## config.mk

```make
export PLATFORM = sky130hd
export DESIGN_NAME = key_event_decoder
export DESIGN_NICKNAME = d
export VERILOG_FILES = /design/src/rtl/key_event_decoder.sv
export SDC_FILE = /design/constraint.sdc
export NUM_CORES = 1
export LEC_CHECK = 0
export CORE_MARGIN = 1
export CORE_UTILIZATION = 32
export CTS_CLUSTER_DIAMETER = 40
export DETAILED_ROUTE_END_ITERATION = 10
export PLACE_DENSITY = 0.53
export SYNTH_ARGS = -nofsm -noshare
export SYNTH_HDL_FRONTEND = slang
export SYNTH_SLANG_ARGS = --single-unit
```

## constraint.sdc

```tcl
create_clock -name clk -period 4.6 [get_ports clk]
set_clock_uncertainty 0.2 [all_clocks]
set_input_delay 0.69 -clock clk [delete_from_list [all_inputs] [get_ports clk]]
set_output_delay 0.69 -clock clk [all_outputs]
set_load 0.03 [all_outputs]
```

## src/rtl/key_event_decoder.sv

```systemverilog
// Purpose : classifies debounced per-key levels into short / double / long / repeat gesture pulses.
// Latency : every output is registered; a pulse is high for the single cycle after the edge that decides it.
// Backpressure: none; pulses are fire-and-forget and each channel runs independently every cycle.
//
// Ports:
//   clk          system clock
//   rst_n        asynchronous active-low reset; all channels return to IDLE, outputs cleared
//   key_in       debounced key levels (1 = pressed), synchronous to clk
//   short_pulse  one-cycle pulse per key: single short press confirmed (gap window expired)
//   double_pulse one-cycle pulse per key: second release of a double click
//   long_pulse   one-cycle pulse per key: hold reached the long-press threshold
//   repeat_pulse one-cycle pulse per key: auto-repeat tick while long-held
//   long_hold    level per key: high while the channel sits in LONG
//
// Each TIME_* must be at least 2, and CNT_W must be able to hold the largest TIME_* - 1.

module key_event_decoder #(
    parameter int KEY_W       = 3,
    parameter int CNT_W       = 26,
    parameter int TIME_LONG   = 50_000_000,
    parameter int TIME_DOUBLE = 15_000_000,
    parameter int TIME_REPEAT = 10_000_000
) (
    input  logic             clk,
    input  logic             rst_n,
    input  logic [KEY_W-1:0] key_in,
    output logic [KEY_W-1:0] short_pulse,
    output logic [KEY_W-1:0] double_pulse,
    output logic [KEY_W-1:0] long_pulse,
    output logic [KEY_W-1:0] repeat_pulse,
    output logic [KEY_W-1:0] long_hold
);

    // Explicit 3-bit encoding; the three spare codes are caught by the
    // default branch of the next-state logic and sent back to IDLE.
    typedef enum logic [2:0] {
        ST_IDLE   = 3'd0,
        ST_PRESS1 = 3'd1,
        ST_LONG   = 3'd2,
        ST_GAP    = 3'd3,
        ST_PRESS2 = 3'd4
    } state_e;

    // Terminal counts: the counter is compared against TIME_* - 1 so that the
    // event lands exactly TIME_* edges after the entry edge (entry clears to 0).
    localparam logic [CNT_W-1:0] LONG_LAST   = CNT_W'(TIME_LONG - 1);
    localparam logic [CNT_W-1:0] DOUBLE_LAST = CNT_W'(TIME_DOUBLE - 1);
    localparam logic [CNT_W-1:0] REPEAT_LAST = CNT_W'(TIME_REPEAT - 1);
    localparam logic [CNT_W-1:0] CNT_ONE     = CNT_W'(1);

    for (genvar g = 0; g < KEY_W; g++) begin : g_chan

        state_e           state_q, state_d;
        logic [CNT_W-1:0] cnt_q, cnt_d;

        logic short_q,  short_d;
        logic double_q, double_d;
        logic long_q,   long_d;
        logic repeat_q, repeat_d;
        logic hold_q,   hold_d;

        logic key;
        assign key = key_in[g];

        // ------------------------------------------------------------------
        // State, counter and output registers
        // ------------------------------------------------------------------
        always_ff @(posedge clk or negedge rst_n) begin
            if (!rst_n) begin
                state_q  <= ST_IDLE;
                cnt_q    <= '0;
                short_q  <= 1'b0;
                double_q <= 1'b0;
                long_q   <= 1'b0;
                repeat_q <= 1'b0;
                hold_q   <= 1'b0;
            end else begin
                state_q  <= state_d;
                cnt_q    <= cnt_d;
                short_q  <= short_d;
                double_q <= double_d;
                long_q   <= long_d;
                repeat_q <= repeat_d;
                hold_q   <= hold_d;
            end
        end

        // ------------------------------------------------------------------
        // Next-state and counter logic
        // ------------------------------------------------------------------
        always_comb begin
            state_d = state_q;
            cnt_d   = cnt_q;
            case (state_q)
                ST_IDLE: begin
                    cnt_d = '0;
                    if (key) begin
                        state_d = ST_PRESS1;
                    end
                end

                // Release is tested first: a release on the threshold edge
                // is still a short press, never a long one.
                ST_PRESS1: begin
                    if (!key) begin
                        state_d = ST_GAP;
                        cnt_d   = '0;
                    end else if (cnt_q == LONG_LAST) begin
                        state_d = ST_LONG;
                        cnt_d   = '0;
                    end else begin
                        cnt_d = cnt_q + CNT_ONE;
                    end
                end

                // Counter restarts after every repeat tick, so ticks stay
                // exactly TIME_REPEAT apart for as long as the key is held.
                ST_LONG: begin
                    if (!key) begin
                        state_d = ST_IDLE;
                        cnt_d   = '0;
                    end else if (cnt_q == REPEAT_LAST) begin
                        cnt_d = '0;
                    end else begin
                        cnt_d = cnt_q + CNT_ONE;
                    end
                end

                // A re-press on the expiry edge still counts as the second
                // click of a double click.
                ST_GAP: begin
                    if (key) begin
                        state_d = ST_PRESS2;
                        cnt_d   = '0;
                    end else if (cnt_q == DOUBLE_LAST) begin
                        state_d = ST_IDLE;
                        cnt_d   = '0;
                    end else begin
                        cnt_d = cnt_q + CNT_ONE;
                    end
                end

                // Second press is untimed: it can never turn into a long press.
                ST_PRESS2: begin
                    cnt_d = '0;
                    if (!key) begin
                        state_d = ST_IDLE;
                    end
                end

                default: begin
                    state_d = ST_IDLE;
                    cnt_d   = '0;
                end
            endcase
        end

        // ------------------------------------------------------------------
        // Output decode: each pulse mirrors one transition of the next-state
        // logic, and since each lives in a different state at most one of
        // them can be set per cycle.
        // ------------------------------------------------------------------
        always_comb begin
            short_d  = 1'b0;
            double_d = 1'b0;
            long_d   = 1'b0;
            repeat_d = 1'b0;
            case (state_q)
                ST_PRESS1: long_d   = key && (cnt_q == LONG_LAST);
                ST_LONG:   repeat_d = key && (cnt_q == REPEAT_LAST);
                ST_GAP:    short_d  = !key && (cnt_q == DOUBLE_LAST);
                ST_PRESS2: double_d = !key;
                default:   ;
            endcase
            hold_d = (state_d == ST_LONG);
        end

        assign short_pulse[g]  = short_q;
        assign double_pulse[g] = double_q;
        assign long_pulse[g]   = long_q;
        assign repeat_pulse[g] = repeat_q;
        assign long_hold[g]    = hold_q;
    end

endmodule
```

==> out/results.env <==
FINALCOREUTILIZATION=0.366
LAYOUT.CELLS.MOST_COMMON='dfrtp_1'
LAYOUT_WORST_PATH_CYCLE_SHARE=0.602
FINAL_CELL_MIX='dfrtp_1 (102), nor2_1 (98), xnor2_1 (39), nand2_1 (38), xor2_1 (31)'
SYNTH.YOSYS.SEQ_AREA_SHARE=0.485
DIE_Y_UM=130
CATEGORY_OF_THE_WORST_SETUP_PATH_LAUNCH_POINT='flop'
GRT_REMAINING_OVERFLOW=0
DRT_ITER0_DRC=234
ROUTED-VIA-COUNT=3787
ANTENNA_VIOLATING_NETS_POST_ROUTE=0
HPWL_UM=6870
WORST_SETUP_PATH_END_KIND='flop'
NETSWITCHINGPOWER_uW=663
POSTSYNTHCELLCOUNT=549
CORE_AREA_MM2=0.0160
COMB_POWER_SHARE=0.168
TIMING.CRITICAL_PATH.FANOUT_MAX=26
CRITICAL_PATH_BUF_INV_COUNT=0
WHS_ENDPOINT='g_chan[1].cnt_q[0]'
POST_DP_CELL_AREA_MM2=0.00555
N_FILL_CELL=1612
CRITICAL_PATH_DEPTH=5
PWR-SHARE-SEQ=0.474
MAXSLEWVIOLCOUNT=0
DIE_X_UM=130
SYNTH_CELL_TYPE_COUNT=54
TRITONCTS_CLOCK_TREE='built'
WORST-SLEW-PIN-TRANSITION_PS=1220
SHARE_CLK_OF_TOTAL_POWER=0.358
NUMBER_OF_CLOCK_BUFFERS_INSERTED_BY_TRITONCTS=9
REGTOREGENDPOINT='g_chan[2].cnt_q[20]'
GRT_FIRST_PASS_WIRELENGTH_UM=18100
SYN_AREA_MM2=0.00527
ACHIEVABLE-FREQUENCY_GHz=0.361
MIN-DELAY-PATH-CLASS='reg2reg'
MAXSLEWHEADROOM=0.183
SYNTH-EDFF-COUNT=0
TIMING.CRITICAL_PATH.CELLS='nand4bb_4 > or4_4 > nor4_1 > o221a_2 > nor2_1'
DRIVE_ABOVE_1_SHARE=0.0610
NNETSFINAL=560
SYNTH-MAIN-FF-CELL='dfrtp_1'
NUMBER_OF_BUFFER_CELLS_ADDED_ON_PRIMARY_PORTS=19
SYNTH.YOSYS.WARNINGS=0
DIE-AREA_MM2=0.0170
FINAL_STANDARD_CELL_AREA_WITHOUT_FILLERS_MM2=0.00586
P_LEAK_nW=2.26
SYN_AREA_PER_CELL_UM2=9.59
PLACEMENT_ROWS=46
GPL_WTD_CONG=0.781
DETAIL_ROUTE.WIRELENGTH_UM=10100
POWER.DENSITY_mW_PER_MM2=372
MAX-CLOCK-PATH-BUFFERS=2
SYNTH-ASYNC-RESET-RATIO=1.00
WL_PER_CELL_UM=13.0
FLOORPLAN.INITIALDENSITY=0.329
MIN_DELAY_PATH_DEPTH=1
RUN_STATUS='complete, no violations'
PEAK_PER_STAGE_DELAY_ON_THE_CRITICAL_PATH_PS=640
CRIT_ARRIVAL_PS=2780
HOLD_START='g_chan[1].cnt_q[0]'
GROUTE.USAGE.OVERALL=0.135
PEAKVDDDROP_mV=0.177
RSZ0062_AT_GRT='false'
TIMING.FINAL.SETUP_VIOLATIONS=0
SYNTH-SEQ-CELLS=102
POST_CTS_RESIZE_COUNT=0
ANTENNA_CELLS_INSERTED=0
POSTCTSSETUPREPAIRBUFS=0
LAYOUTNONFILLERINSTCOUNT=773
AREA.GROWTH.SYNTH_TO_FINAL_PCT=11.3
SYN_NETS=557
WORST_EP_REQUIRED_TIME_PS=4610
REG2REG_SLACK_PS=1830
CLOCK_LATENCY_AT_THE_LATER_PIN_OF_THE_WORST_SKEW_PAIR_PS=350
REG2REGPATHDEPTH=5
CTSROOTBUFFERMASTER='clkbuf_16'
CATEGORY_OF_CELLS_ACCOUNTING_FOR_THE_LARGEST_SHARE_OF_CRITICAL_PATH_DELAY='simple AND/OR/NAND/NOR gates'
P_SW_FRAC=0.304
GRT_MAX_DEGREE=81
DRT_PASS1_ITERATIONS=4
FINAL.SETUP.TNS_PS=0
HOLD_BUFFERS=0
WORST_PATH_MAX_DELAY_CELL='o221a_2'
INTERNAL_POWER_mW=1.52
FIN_WORST_HOLD_SLACK_PS=258
SETUP_CRIT_PATH_KIND='reg2reg'
NUMCLOCKSINKS=102
NUMPLACEDINSTANCES=757
REGTOREGSTARTPOINT='g_chan[2].cnt_q[24]'
VIA_COUNT_OF_THE_FIRST_GLOBAL_ROUTING_PASS=3768
ANTENNA_VIOLATIONS_BEFORE_REPAIR=0
DRC_ERRORS=0
HTREEDEPTH=3
CAP_VIOLATIONS=0
VIA_PER_INST=4.90
CTS.CLK_SLEW.WORST_PATHS_PS=70
FINAL.MIN_CLOCK_PERIOD_PS=2770
TIMING_HOLD_VIOLATIONS_FINAL=0
I_O_PINS=20
-- cell type report --
| type | instances | area (um2) | share of cell area |
|---|---|---|---|
| inverters | 14 | 52.6 | 0.00896 |
| clock inverters | 6 | 70.1 | 0.0120 |
| multi-input cells | 403 | 2470 | 0.421 |
| flip-flops and latches | 102 | 2550 | 0.435 |
| well taps | 216 | 270 | 0.0461 |
| clock buffers | 10 | 239 | 0.0408 |
| repair buffers | 22 | 210 | 0.0359 |
-- power groups by stage --
stage | Clock, mW | Sequential (mW) | Combinational, mW
6_report | 0.782 | 1.04 | 0.366
5_1_grt | 0.856 | 1.05 | 0.418
4_1_cts | 0.818 | 1.03 | 0.375
3_5_place_dp | 0 | 1.05 | 0.374
3_3_place_gp | 0 | 1.05 | 0.363
2_1_floorplan | 0 | 1.02 | 0.309
-- synth_stat cells (5+ instances only) --
master | number | share of area
dfrtp_1 | 102 | 0.48
nor2_1 | 98 | 0.070
xnor2_1 | 39 | 0.065
nand2_1 | 38 | 0.027
xor2_1 | 31 | 0.052
nand3_1 | 28 | 0.027
nor3_1 | 22 | 0.021
nor4_1 | 22 | 0.026
nand4_1 | 20 | 0.024
buf_4 | 17 | 0.024
and3_1 | 15 | 0.018
inv_1 | 14 | 0.010
buf_2 | 8 | 0.0076
and4_1 | 7 | 0.012
o21ai_0 | 7 | 0.0067
and2_1 | 6 | 0.0071
nor2b_1 | 6 | 0.0071
a21oi_1 | 5 | 0.0047
nand2b_1 | 5 | 0.0059
nor4b_1 | 5 | 0.0083
-- flip-flops by register name, summed over array words and instances, names as in the netlist --
name,cells
g_chan.short_q,3
g_chan.double_q,3
g_chan.long_q,3
g_chan.repeat_q,3
g_chan.cnt_q,78
g_chan.state_q,9
g_chan.hold_q,3
-- how the worst max path moves through the flow --
| stage | startpoint | endpoint |
|---|---|---|
| after floorplan | g_chan[2].cnt_q[24] | g_chan[2].state_q[1] |
| after global placement | g_chan[2].cnt_q[16] | g_chan[2].cnt_q[22] |
| after detailed placement | g_chan[2].cnt_q[16] | g_chan[2].cnt_q[20] |
| after CTS | g_chan[2].cnt_q[16] | g_chan[2].cnt_q[20] |
| after global routing | g_chan[2].cnt_q[16] | g_chan[2].cnt_q[21] |
| final | g_chan[2].cnt_q[24] | g_chan[2].cnt_q[20] |
-- kinds of logic after synthesis --
logic type | count (synthesis) | share of synthesized area
buf+inv | 44 | 0.0468
fa+ha+maj | 3 | 0.00713
flops | 102 | 0.485
compound gates | 26 | 0.0368
simple gates | 304 | 0.308
xor+xnor | 70 | 0.116
-- per-stage QoR --
stage / setup WS, ps / total power, mW
6_report: 1830 / 2.18
5_1_grt: 1520 / 2.32
4_1_cts: 1790 / 2.23
3_5_place_dp: 1800 / 1.42
3_3_place_gp: 1910 / 1.41
2_1_floorplan: 2190 / 1.33
-- metal layers --
layer | share of wire | vias to the layer above | GRT usage
li1 | - | 1911 | -
met1 | 0.49 | 1832 | 0.175
met2 | 0.47 | 36 | 0.219
met3 | 0.028 | 8 | 0.0369
met4 | 0.013 | 0 | 0.0424
met5 | 0 | - | 0
Note: power is estimated with default switching activity, not from simulation.
